--- config.mk ---
export PLATFORM = sky130hd
export DESIGN_NAME = univ_shift_reg
export DESIGN_NICKNAME = d
export VERILOG_FILES = /design/src/rtl/univ_shift_reg_pkg.sv /design/src/rtl/univ_shift_reg_dffe_rst_bit.sv /design/src/rtl/univ_shift_reg.sv
export SDC_FILE = /design/constraint.sdc
export NUM_CORES = 1
export LEC_CHECK = 0
export BUFFER_PORTS_ARGS = -buffer_cell sky130_fd_sc_hd__buf_2
export CAP_MARGIN = 20
export CORE_ASPECT_RATIO = 0.8
export CORE_MARGIN = 2
export CORE_UTILIZATION = 40
export DETAILED_ROUTE_END_ITERATION = 10
export MAX_ROUTING_LAYER = met4
export SETUP_SLACK_MARGIN = 0.1
export SYNTH_ARGS = -nofsm -noshare
export SYNTH_HDL_FRONTEND = slang
export SYNTH_HIERARCHICAL = 1
export SYNTH_SLANG_ARGS = --single-unit
--- constraint.sdc ---
create_clock -name clk -period 4.5 [get_ports clk]
set_clock_uncertainty 0.2 [all_clocks]
set_input_delay 0.675 -clock clk [delete_from_list [all_inputs] [get_ports clk]]
set_output_delay 0.675 -clock clk [all_outputs]
set_load 0.05 [all_outputs]
--- src/rtl/univ_shift_reg_pkg.sv ---
// Shared encodings for the universal shift register: operating modes and burst FSM states.
package univ_shift_reg_pkg;

  localparam int unsigned MODE_W = 3;
  localparam int unsigned ST_W   = 2;

  localparam logic [MODE_W-1:0] MODE_HOLD  = 3'd0;
  localparam logic [MODE_W-1:0] MODE_LOAD  = 3'd1;
  localparam logic [MODE_W-1:0] MODE_SHL   = 3'd2;
  localparam logic [MODE_W-1:0] MODE_SHR   = 3'd3;
  localparam logic [MODE_W-1:0] MODE_ROL   = 3'd4;
  localparam logic [MODE_W-1:0] MODE_ROR   = 3'd5;
  localparam logic [MODE_W-1:0] MODE_ASR   = 3'd6;
  localparam logic [MODE_W-1:0] MODE_BURST = 3'd7;

  // Each active state owns one bit, so busy/done are direct flop outputs.
  localparam logic [ST_W-1:0] ST_IDLE  = 2'b00;
  localparam logic [ST_W-1:0] ST_SHIFT = 2'b01;
  localparam logic [ST_W-1:0] ST_DONE  = 2'b10;

endpackage : univ_shift_reg_pkg

--- src/rtl/univ_shift_reg_dffe_rst_bit.sv ---
// Single storage bit with clock enable and asynchronous active-high reset to a per-instance value.
module dffe_rst_bit
  import univ_shift_reg_pkg::*;
#(
  parameter logic RESET_VAL = 1'b0
) (
  input  logic clk,
  input  logic rst,
  input  logic en,
  input  logic d,
  output logic q
);

  always_ff @(posedge clk or posedge rst) begin
    if (rst) begin
      q <= RESET_VAL;
    end else if (en) begin
      q <= d;
    end
  end

endmodule : dffe_rst_bit

--- src/rtl/univ_shift_reg.sv ---
// WIDTH-bit register bank with load, shift/rotate modes and a self-timed LSB-first serial burst.
module univ_shift_reg
  import univ_shift_reg_pkg::*;
#(
  parameter int unsigned      WIDTH     = 8,
  parameter logic [WIDTH-1:0] RESET_VAL = '0
) (
  input  logic             clk,
  input  logic             rst,
  input  logic             en,
  input  logic [2:0]       mode,
  input  logic [WIDTH-1:0] d,
  input  logic             sin,
  output logic [WIDTH-1:0] q,
  output logic             sout_msb,
  output logic             sout_lsb,
  output logic             busy,
  output logic             done
);

  localparam int unsigned CNT_W = $clog2(WIDTH);

  if (WIDTH < 2 || WIDTH > 32) begin : g_bad_width
    $error("univ_shift_reg: WIDTH must be in 2..32");
  end

  logic [WIDTH-1:0] q_d;
  logic [ST_W-1:0]  state_q, state_d;
  logic [CNT_W-1:0] cnt_q, cnt_d;

  // Storage bank: one enabled flop per bit, each with its own reset value.
  for (genvar i = 0; i < WIDTH; i++) begin : g_bit
    dffe_rst_bit #(
      .RESET_VAL (RESET_VAL[i])
    ) u_bit (
      .clk (clk),
      .rst (rst),
      .en  (en),
      .d   (q_d[i]),
      .q   (q[i])
    );
  end

  always_ff @(posedge clk or posedge rst) begin
    if (rst) begin
      state_q <= ST_IDLE;
      cnt_q   <= '0;
    end else if (en) begin
      state_q <= state_d;
      cnt_q   <= cnt_d;
    end
  end

  // Next-state and datapath mux; mode only matters in IDLE.
  always_comb begin
    q_d     = q;
    state_d = state_q;
    cnt_d   = cnt_q;
    case (state_q)
      ST_IDLE: begin
        case (mode)
          MODE_HOLD:  q_d = q;
          MODE_LOAD:  q_d = d;
          MODE_SHL:   q_d = {q[WIDTH-2:0], sin};
          MODE_SHR:   q_d = {sin, q[WIDTH-1:1]};
          MODE_ROL:   q_d = {q[WIDTH-2:0], q[WIDTH-1]};
          MODE_ROR:   q_d = {q[0], q[WIDTH-1:1]};
          MODE_ASR:   q_d = {q[WIDTH-1], q[WIDTH-1:1]};
          MODE_BURST: begin
            q_d     = d;
            cnt_d   = '0;
            state_d = ST_SHIFT;
          end
          default:    q_d = q;
        endcase
      end
      ST_SHIFT: begin
        q_d   = {1'b0, q[WIDTH-1:1]};
        cnt_d = cnt_q + CNT_W'(1);
        if (cnt_q == CNT_W'(WIDTH - 1)) begin
          state_d = ST_DONE;
        end
      end
      ST_DONE: begin
        state_d = ST_IDLE;
      end
      default: begin
        state_d = ST_IDLE;
      end
    endcase
  end

  assign sout_msb = q[WIDTH-1];
  assign sout_lsb = q[0];
  assign busy     = state_q[0];
  assign done     = state_q[1];

endmodule : univ_shift_reg

* After elaboration in Yosys (flattened, before gate mapping)
Index checks and enable logic that the tools add are counted.
Storage, ports and cells: input bits 15, word-level logic and storage cells 39, register bits 13, output and inout port bits 12
Cells by class: add/sub/neg operators 1, reductions and logical operators 8, multiplexer cells 7, eq/ne operators 13
Operators with widths (count):
- $pmux W8 S6 | 1
- $pmux W8 S2 | 1
- $eq A3 B3 Y1 const B | 5
- $reduce_and A3 Y1 | 3
- $eq A3 B2 Y1 const B | 2
- $ne A2 B2 Y1 const B | 3
- $pmux W3 S2 | 1
- $mux W2 | 2
- $pmux W2 S2 | 1
- $reduce_and A4 Y1 | 1
- $add A3 B1 Y3 const B | 1
- $eq A3 B1 Y1 const B | 1
- $logic_not A3 Y1 | 1
- $mux W3 | 1
- $eq A2 B1 Y1 const B | 1
- $logic_not A2 Y1 | 1
- $ne A2 B1 Y1 const B | 1
- $reduce_bool A2 Y1 | 1
- $reduce_or A2 Y1 | 1

* Longest topological paths before layout
Gate-level depths: netlist of the first run.
depth after elaboration 4, depth in mapped cells 7, mapped depth without buffers 5

* By module
Netlist of the first run, hierarchy kept.
By module, submodules not included:
- univ_shift_reg | cells each 102, seq. area each 125.1 um^2, times used 1, area each 779.5 um^2
- dffe_rst_bit | cells each 3, seq. area each 25.0 um^2, times used 8, area each 43.8 um^2

* Least setup slack after synthesis of the first run
No wires, ideal clock.
kind input-to-reg, start point input mode[2], end point register g_bit[6].u_bit.q, data arrival time 1831 ps, path buffers 2, stages on the path 7, setup time 125 ps, required time 4175 ps, setup slack 2344 ps, cell sequence buf_6 -> or3_1 -> buf_2 -> o21a_1 -> o22ai_1 -> a31oi_1 -> mux2_4
On the way: longest elaborated chain between the ends 4, elaborated cells on any way between the ends 13, classes of those cells 8 x eq/ne; 2 x mux; 3 x reduce/logical
RTL lines:
- start, declared | line univ_shift_reg.sv:11 | input logic [2:0] mode,
- $eq A3 B3 Y1 or $eq A3 B1 Y1 (tied branches) | line univ_shift_reg.sv:61 | case (mode)
- $reduce_or A2 Y1 (no line)
- $pmux W8 S6 (*) | line univ_shift_reg.sv:61
- $pmux W8 S2 (*) | line univ_shift_reg.sv:59 | case (state_q)
- net q_d[6] | line univ_shift_reg.sv:27 | logic [WIDTH-1:0] q_d;
- end signal, assigned | line univ_shift_reg_dffe_rst_bit.sv:16 | q <= RESET_VAL;
- end signal, assigned | line univ_shift_reg_dffe_rst_bit.sv:18 | q <= d;
- end, declared | line univ_shift_reg_dffe_rst_bit.sv:11 | output logic q
Mark *: on every way through the listed nets, which the timed path passes. The rest lies on a longest branch. A chain may end at the register's enable or synchronous reset.

* Worst setup path after layout of the first run
start point input mode[1], end point register g_bit[3].u_bit.q
On the way: longest elaborated chain between the ends 4, elaborated cells on any way between the ends 13, classes of those cells 8 x eq/ne; 2 x mux; 3 x reduce/logical
RTL lines (line):
- $eq A3 B3 Y1 or $eq A3 B1 Y1 (tied branches) | univ_shift_reg.sv:61
- $reduce_or A2 Y1 (no line)
- $pmux W8 S6 (*) | univ_shift_reg.sv:61
- $pmux W8 S2 (*) | univ_shift_reg.sv:59
- net q_d[3] | univ_shift_reg.sv:27
- end signal, assigned | univ_shift_reg_dffe_rst_bit.sv:16
- end signal, assigned | univ_shift_reg_dffe_rst_bit.sv:18
- end, declared | univ_shift_reg_dffe_rst_bit.sv:11
Marks and branches as above.

==> impl_metrics.toml, run 1 <==
[detailed_routing]
vias = 1032
ant_nets = 0
wl_met1_um = 1230
dr_wl_met3_um = 112
totalWireLength_um = 2580
drt-pass1-iter-count = 4
viasPerCell = 5.64
dr_wl_met2_um = 1230
wl_per_cell_um = 14.1
highest-signal-layer = "met4"
drt-initial-drc-count = 56
post-route-drc-count = 0

[worst_setup_path]
worst-setup-path-type = "input pin to register"
crit_fanout = 13
cp-start-kind = "input pin"
crit_arrival_ns = 2.25
rr_endpoint = "g_bit[0].u_bit/q$_DFFE_PP0P_"
critical_path_required_ns = 4.47
cp_slowest_cell = "xnor2_2"
rrSetupSlack_ns = 2.64
worstPathCellList = "buf_2 -> xnor2_2 -> mux2_1 -> a21oi_1 -> a21oi_1 -> mux2_4"
regToRegStartpoint = "state_q[0]$_DFFE_PP0P_"
crit_path_end_kind = "register"
ff2ff_path_depth = 4
path_common_cell = "a21oi_1"
max_stage_delay_ns = 0.52

[cts]
ctsHoldBuffers = 0
cts_setup_buffers = 0
h-tree-depth = 1
ctsResizeCount = 0
cts.sinks = 13
cts.path.max_buffers = 2
cts-buffers-inserted = 3
cts_tree = "done"
path_clk_slew_ns = 0.08
worstSkewPairLatency_ns = 0.27
cts-root-buf = "clkbuf_4"

[die]
rows = 17
fp.dieArea_sq_um = 3270
io-pin-count = 27
die_y_um = 51.5
start_util = 0.415
die-width_um = 63.4
core_area_sq_um = 2720

[timing]
fmax_mhz = 438
rsz0062_at_grt = "no"
maxSlewHeadroom = 0.601
finalCriticalPeriod_ns = 2.28
setup_ws_ns = 2.22
worstMarginPinSlew_ns = 0.595
maxSlewViolCount = 0
min_period_over_period = 0.507
final-hold-violation-count = 0
finalSetupViolations = 0
tns_ns = 0

[synth]
ys_seq_area_frac = 0.288
ys_ff_latch = 13
synth_nets = 143
synth_area_sq_um = 1130
synth_flop_cell = "dfrtp_1"
syn_inst = 126
avgSynthCellArea_sq_um = 8.97
yosysUniqueCellTypes = 39
synthArstFlopShare = 1.00
synth_warnings = 6
synth_edf_count = 0

[placement]
dpl_worst_slack_ns = 1.94
place.gp.congestion = 0.795
io_buffers = 26
post-dp-hpwl_um = 1940

[global_route]
grt_pass1_vias = 914
grt_max_degree = 18
grt_pass1_wl_um = 4450
antenna_found_initial = 0
groute.usage.overall = 0.182
grt_overflow_total = 0

[power]
totalPowerFinal_mw = 0.840
ir_worst_vdd_v = 0.000237
power_density_nw_per_um2 = 665
p_leak_nw = 0.591

[cells_and_area]
final_net_count = 163
multiInputGateArea_sq_um = 686
drive_gt1_frac = 0.283
syn_to_final_growth_pct = 11.8
final_cell_mix = "buf_2, inv_1, dfrtp_1"
seq_area_sq_um = 325
final_util = 0.464
mostFrequentLayoutCell = "buf_2"
fillCellCount = 311
diodes = 0

[run_status]
outcome = "complete, no violations"

[worst_hold_path]
hp-class = "input pin to async pin"

[run]
cap_viol_max_count = 0
==> flip-flops by register name, summed over array words and instances, names as in the netlist <==
register	flops
g_bit.u_bit/q	8
cnt_q	3
state_q	2
==> critical path: cells and delay by family <==
family	cells	cell delay (ns)
XOR/XNOR	1	0.52
buffers and inverters	1	0.18
multiplexers	2	0.64
AO/OA/AOI/OAI	2	0.23
==> routing by layer <==
metal	vias up	track usage
met5	-	-
met4	0	0.0507
met3	2	0.0606
met2	31	0.263
met1	494	0.244
li1	505	-
==> final cells by class <==
class	count	share of cell area
multi-input combinational	89	0.543
timing repair buffer	26	0.103
clock buffer	4	0.0208
inverter	13	0.0386
sequential	13	0.257
tap	38	0.0376
==> report_power, final <==
group / switching [mW] / total (mW) / internal (mW)
combinational: 0.300 / 0.489 / 0.189
clock: 0.0386 / 0.0729 / 0.0344
sequential: 0.109 / 0.278 / 0.169
==> worst max path at each step <==
stage	startpoint	to	slack [ns]	cells after the start
after floorplan	mode[2]	g_bit[6].u_bit/q$_DFFE_PP0P_	2.34	7
after global placement	mode[1]	g_bit[3].u_bit/q$_DFFE_PP0P_	1.97	6
after detailed placement	mode[1]	g_bit[3].u_bit/q$_DFFE_PP0P_	1.94	6
after CTS	mode[1]	g_bit[3].u_bit/q$_DFFE_PP0P_	2.24	6
after global routing	mode[1]	g_bit[3].u_bit/q$_DFFE_PP0P_	2.15	6
final	mode[1]	g_bit[3].u_bit/q$_DFFE_PP0P_	2.22	6
==> stage by stage <==
step	area (sq um)	instances	hold slack [ns]
6_report	1260	183	0.106
5_1_grt	1260	183	0.0877
4_1_cts	1260	183	0.0979
3_5_place_dp	1240	179	0.282
3_3_place_gp	1240	179	0.277
2_1_floorplan	1130	126	0.204
==> kinds of logic (layout without fill, tap and decap cells) <==
kind of cell	Yosys count	after routing	share of synthesized area
compound gates	42	42	0.276
simple gates	32	32	0.151
buf+inv	24	43	0.105
flops	13	13	0.288
fa+ha+maj	2	2	0.0221
mux	12	12	0.144
xor+xnor	1	1	0.0144
==> cell usage after synthesis, types with 2 or more instances <==
master    number  area, sq um
a211o_1        3         26.3
a211oi_1       3         22.5
a21oi_1        5         25.0
a32o_1         2         20.0
and2_1         3         18.8
and3_1         2         12.5
buf_2          5         25.0
buf_4          2         15.0
buf_6          2         22.5
clkbuf_1       2         7.51
dfrtp_1       13          325
ha_1           2         25.0
inv_1         13         48.8
mux2_1         2         22.5
mux2_4         8          120
mux2i_1        2         20.0
nand2_1       11         41.3
nand3_1        4         20.0
nand3b_1       2         15.0
nor2b_1        2         12.5
nor3_1         3         15.0
o211ai_1       2         15.0
o21a_1         2         15.0
o21ai_0        3         15.0
o21ai_1        4         20.0
o221ai_1       6         52.6
o22ai_1        5         31.3
o32ai_1        2         17.5
No activity file was read; power rests on OpenSTA's default activity.
==> inputs of run 2 (changes only) <==
clock period = 2.2 ns   (was 4.5 ns; I/O delays follow)
==> impl_metrics.toml, run 2 (synthesized netlist as in run 1, its figures left out) <==
[die]
start_util = 0.415
io-pin-count = 27
die_y_um = 51.5
rows = 17
fp.dieArea_sq_um = 3270
die-width_um = 63.4
core_area_sq_um = 2720

[cells_and_area]
syn_to_final_growth_pct = 17.4
diodes = 0
final_cell_mix = "buf_2, inv_1, dfrtp_1"
design_area_sq_um = 1330
largest_reg_flops = 8
largest_registers = "g_bit.u_bit/q: 8 flops, cnt_q: 3 flops, state_q: 2 flops"
mostFrequentLayoutCell = "buf_2"
drive_gt1_frac = 0.314
final_net_count = 171
largest-register = "g_bit.u_bit/q"

[cts]
cts_tree = "done"
cts.path.max_buffers = 2
h-tree-depth = 1
ctsResizeCount = 0
cts.sinks = 13
path_clk_slew_ns = 0.09
cts-buffers-inserted = 3
cts-root-buf = "clkbuf_4"
worstSkewPairLatency_ns = 0.28

[timing]
finalCriticalPeriod_ns = 1.82
fmax_mhz = 550
maxSlewHeadroom = 0.698
worstMarginPinSlew_ns = 0.451
setup_ws_ns = 0.381
tns_ns = 0
final-hold-violation-count = 0
rsz0062_at_grt = "no"
min_period_over_period = 0.827
finalSetupViolations = 0
maxSlewViolCount = 0
timing.hold.ws_ns = 0.281

[power]
power_density_nw_per_um2 = 1330
ir_worst_vdd_v = 0.000756
totalPowerFinal_mw = 1.77
p_leak_nw = 0.629

[placement]
post-dp-hpwl_um = 2040
io_buffers = 26
place.gp.congestion = 0.811
dpl_worst_slack_ns = 0.0913
place_area_sq_um = 1290

[worst_setup_path]
crit_path_end_kind = "register"
rr_endpoint = "g_bit[0].u_bit/q$_DFFE_PP0P_"
cp_slowest_cell = "or3_1"
cp-start-kind = "input pin"
crit_cells = 7
crit_arrival_ns = 1.79
critical_path_required_ns = 2.18
worst-setup-path-type = "input pin to register"
crit_family = "simple AND/OR/NAND/NOR gates"
worstPathCellList = "buf_2 -> buf_4 -> or3_1 -> o21a_1 -> o32ai_1 -> a21oi_1 -> mux2_4"
crit_end = "g_bit[3].u_bit/q$_DFFE_PP0P_"
rrSetupSlack_ns = 0.43
crit_fanout = 12
regToRegStartpoint = "g_bit[1].u_bit/q$_DFFE_PP0P_"
crit_buf_inv = 2
ff2ff_path_depth = 5
max_stage_delay_ns = 0.45
cp-startpoint = "mode[1]"

[global_route]
grt_pass1_wl_um = 4530
groute.usage.overall = 0.180
grt_max_degree = 16
grt_pass1_vias = 976
grt_overflow_total = 0
antenna_found_initial = 0

[detailed_routing]
viasPerCell = 5.57
wl_met1_um = 1370
ant_nets = 0
drt-pass1-iter-count = 4
vias = 1064
totalWireLength_um = 2730
dr_wl_met3_um = 125
dr_wl_met2_um = 1230
post-route-drc-count = 0
highest-signal-layer = "met3"
wl_per_cell_um = 14.3
drt-initial-drc-count = 70

[worst_hold_path]
hp-class = "input pin to register"
holdPathStages = 3

[run_status]
outcome = "complete, no violations"

[run]
cap_viol_max_count = 0
## run 2: cell types whose count changed in the layout (fill, tap and decap cells not counted), sizes merged
cell / before / now
dlygate4sd3: 0 / 1
buf: 26 / 33
## run 2: cell type report
type / instances / area (sq um)
fill: 299 / 1400
multi-input combinational: 89 / 686
sequential: 13 / 325
timing repair buffer: 34 / 193
inverter: 13 / 48.8
tap: 38 / 47.5
clock buffer: 4 / 26.3
## run 2: worst min-delay path by stage
stage / slack, ns / endpoint / startpoint
global placement: 0.05 / g_bit[5].u_bit/q$_DFFE_PP0P_ / rst
CTS: 0.27 / state_q[1]$_DFFE_PP0P_ / en
floorplan: -0.14 / g_bit[0].u_bit/q$_DFFE_PP0P_ / rst
detailed placement: 0.05 / g_bit[5].u_bit/q$_DFFE_PP0P_ / rst
global route: 0.28 / g_bit[5].u_bit/q$_DFFE_PP0P_ / rst
finish: 0.28 / state_q[1]$_DFFE_PP0P_ / en
## run 2: worst reg2reg max path, cell delays in order (launching register included)
cell and delay [ns]:
dfrtp_1 0.50, mux2i_1 0.18, o21ai_1 0.07, a221oi_1 0.27, o221ai_1 0.17, mux2_4 0.27
## run 2: stage by stage
step | std cells | utilization
2_1_floorplan | 126 | -
3_3_place_gp | 186 | 0.474
3_5_place_dp | 186 | 0.474
4_1_cts | 191 | 0.487
5_1_grt | 191 | 0.487
6_report | 191 | 0.487
## run 2: timing repair
action / CTS / global route
hold buffers: 1 / 0
setup buffers: 0 / 0
hold endpoints to repair: 13 / 0
## run 2: layer usage
metal | global-route usage | vias to the layer above
met1 | 0.247 | 509
li1 | - | 527
met5 | - | -
met4 | 0.0362 | 0
met3 | 0.0411 | 0
met2 | 0.277 | 28
## run 2: power breakdown
group / switching [mW] / total, mW / internal (mW)
sequential: 0.187 / 0.533 / 0.346
clock: 0.0809 / 0.151 / 0.0703
combinational: 0.666 / 1.08 / 0.416
==> inputs of run 3 (changes only) <==
clock period = 1.5 ns   (was 2.2 ns; I/O delays follow)
==> impl_metrics.toml, run 3 (synthesized netlist as in run 1, its figures left out) <==
[run_status]
outcome = "finished with violations"
violations = "negative setup slack"

[cells_and_area]
diodes = 0
final_net_count = 202
largest_registers = "g_bit.u_bit/q: 8 flops, cnt_q: 3 flops, state_q: 2 flops"
syn_to_final_growth_pct = 65.4
largest_reg_flops = 8
final_cell_mix = "buf_4, inv_1, buf_2"
mostFrequentLayoutCell = "buf_4"
fillCellCount = 230
drive_gt1_frac = 0.614
largest-register = "g_bit.u_bit/q"
finalNonFillerCells = 222

[worst_setup_path]
cp-start-kind = "register"
cp_slowest_cell = "dfrtp_2"
rr_endpoint = "g_bit[2].u_bit/q$_DFFE_PP0P_"
crit_fanout = 6
worst-setup-path-type = "register to register"
crit_arrival_ns = 1.63
ff2ff_path_depth = 5
rrSetupSlack_ns = -0.16
crit_family = "compound AO/OA/AOI/OAI gates"
max_stage_delay_ns = 0.46
crit_path_end_kind = "register"
critical_path_required_ns = 1.47
crit_buf_inv = 1
worstPathCellList = "buf_4 -> a211o_1 -> o221ai_2 -> a211oi_2 -> mux2_4"
regToRegStartpoint = "g_bit[1].u_bit/q$_DFFE_PP0P_"

[cts]
cts_tree = "done"
h-tree-depth = 1
cts-root-buf = "clkbuf_4"
cts.sinks = 13
cts-buffers-inserted = 3
path_clk_slew_ns = 0.08
cts.path.max_buffers = 2
worstSkewPairLatency_ns = 0.28

[detailed_routing]
drt-pass1-iter-count = 4
post-route-drc-count = 0
vias = 1232
totalWireLength_um = 3430
wl_per_cell_um = 15.5
viasPerCell = 5.55
drt-initial-drc-count = 52
ant_nets = 0

[placement]
io_buffers = 26
post-dp-hpwl_um = 2330
place.gp.congestion = 0.858
dp.cells = 207

[global_route]
grt_pass1_vias = 1169
grt_pass1_wl_um = 5600
grt_overflow_total = 0
groute.usage.overall = 0.226
antenna_found_initial = 0
grt_max_degree = 10

[power]
power_density_nw_per_um2 = 1970
ir_worst_vdd_v = 0.00117
p_leak_nw = 0.850

[worst_hold_path]
holdPathStages = 2
hp-start = "en"
worstHoldEndpoint = "g_bit[0].u_bit/q$_DFFE_PP0P_"
hp-class = "input pin to register"

[timing]
finalSetupViolations = 8
maxSlewViolCount = 0
worstMarginPinSlew_ns = 0.258
fmax_mhz = 602
final-hold-violation-count = 0
min_period_over_period = 1.11
finalCriticalPeriod_ns = 1.66
setup_ws_ns = -0.162
maxSlewHeadroom = 0.828
timing.hold.ws_ns = 0.138
rsz0062_at_grt = "yes"

[die]
io-pin-count = 27
fp.dieArea_sq_um = 3270
rows = 17
die-width_um = 63.4
start_util = 0.415
die_y_um = 51.5
core_area_sq_um = 2720

[run]
cap_viol_max_count = 0
run 3: cell count changes in the layout (fill, tap and decap cells not counted), moves of 3 or more:
cell | previous run | this run
dfrtp_2 | 0 | 10
buf_2 | 26 | 12
o221ai_1 | 6 | 3
o221ai_2 | 0 | 3
buf_6 | 0 | 11
buf_4 | 7 | 31
buf_8 | 0 | 10
dfrtp_1 | 13 | 3
run 3: worst max path at each step:
stage / start / end / slack, ns / depth (start not counted)
floorplan: mode[2] / g_bit[4].u_bit/q$_DFFE_PP0P_ / -0.20 / 7
global placement: mode[0] / g_bit[3].u_bit/q$_DFFE_PP0P_ / -0.35 / 6
detailed placement: mode[0] / g_bit[3].u_bit/q$_DFFE_PP0P_ / -0.35 / 6
CTS: g_bit[1].u_bit/q$_DFFE_PP0P_ / g_bit[2].u_bit/q$_DFFE_PP0P_ / -0.15 / 5
global route: g_bit[1].u_bit/q$_DFFE_PP0P_ / g_bit[0].u_bit/q$_DFFE_PP0P_ / -0.21 / 5
finish: g_bit[1].u_bit/q$_DFFE_PP0P_ / g_bit[2].u_bit/q$_DFFE_PP0P_ / -0.16 / 5
run 3: where the power goes:
part	internal [mW]	switching (mW)	leakage, nW
clock network	0.103	0.120	0.0150
registers	0.533	0.228	0.145
logic	1.38	1.32	0.690
run 3: timing repair:
action | in CTS | in global routing
cloned | 0 | 0
hold buffers | 1 | 0
pin swaps | 12 | 4
hold endpoints to repair | 13 | 0
setup buffers | 8 | 2
setup endpoints to repair | 20 | 22
gates resized for setup | 57 | 15
run 3: area by class of cell:
cell class	instances	area, sq um	share of cell area
well taps	38	47.5	0.0254
clock buffers	4	26.3	0.0141
repair buffers	65	577	0.309
inverters	13	51.3	0.0274
flip-flops and latches	13	338	0.181
multi-input cells	89	830	0.444
run 3: stage by stage:
stage | cell area (sq um) | power, mW | util | worst slack, ns | TNS (ns)
floorplan | 1160 | 2.03 | - | -0.201 | -1.33
global route | 1870 | 3.89 | 0.687 | -0.206 | -0.864
CTS | 1790 | 3.47 | 0.657 | -0.152 | -0.419
detailed placement | 1470 | 2.65 | 0.539 | -0.350 | -2.45
global placement | 1470 | 2.62 | 0.539 | -0.350 | -2.29
finish | 1870 | 3.69 | 0.687 | -0.162 | -0.498
run 3: worst reg2reg max path, cell delays in order, from the launching register on:
cell and delay, ns:
dfrtp_2 0.46, buf_4 0.15, a211o_1 0.30, o221ai_2 0.08, a211oi_2 0.10, mux2_4 0.26
run 3: metal layers:
metal | up-vias | global-route usage | wire, um
met2 | 36 | 0.370 | 1710
met5 | - | - | 0
met4 | 0 | 0.0399 | 9
met3 | 2 | 0.0498 | 160
met1 | 610 | 0.293 | 1550
li1 | 584 | - | -
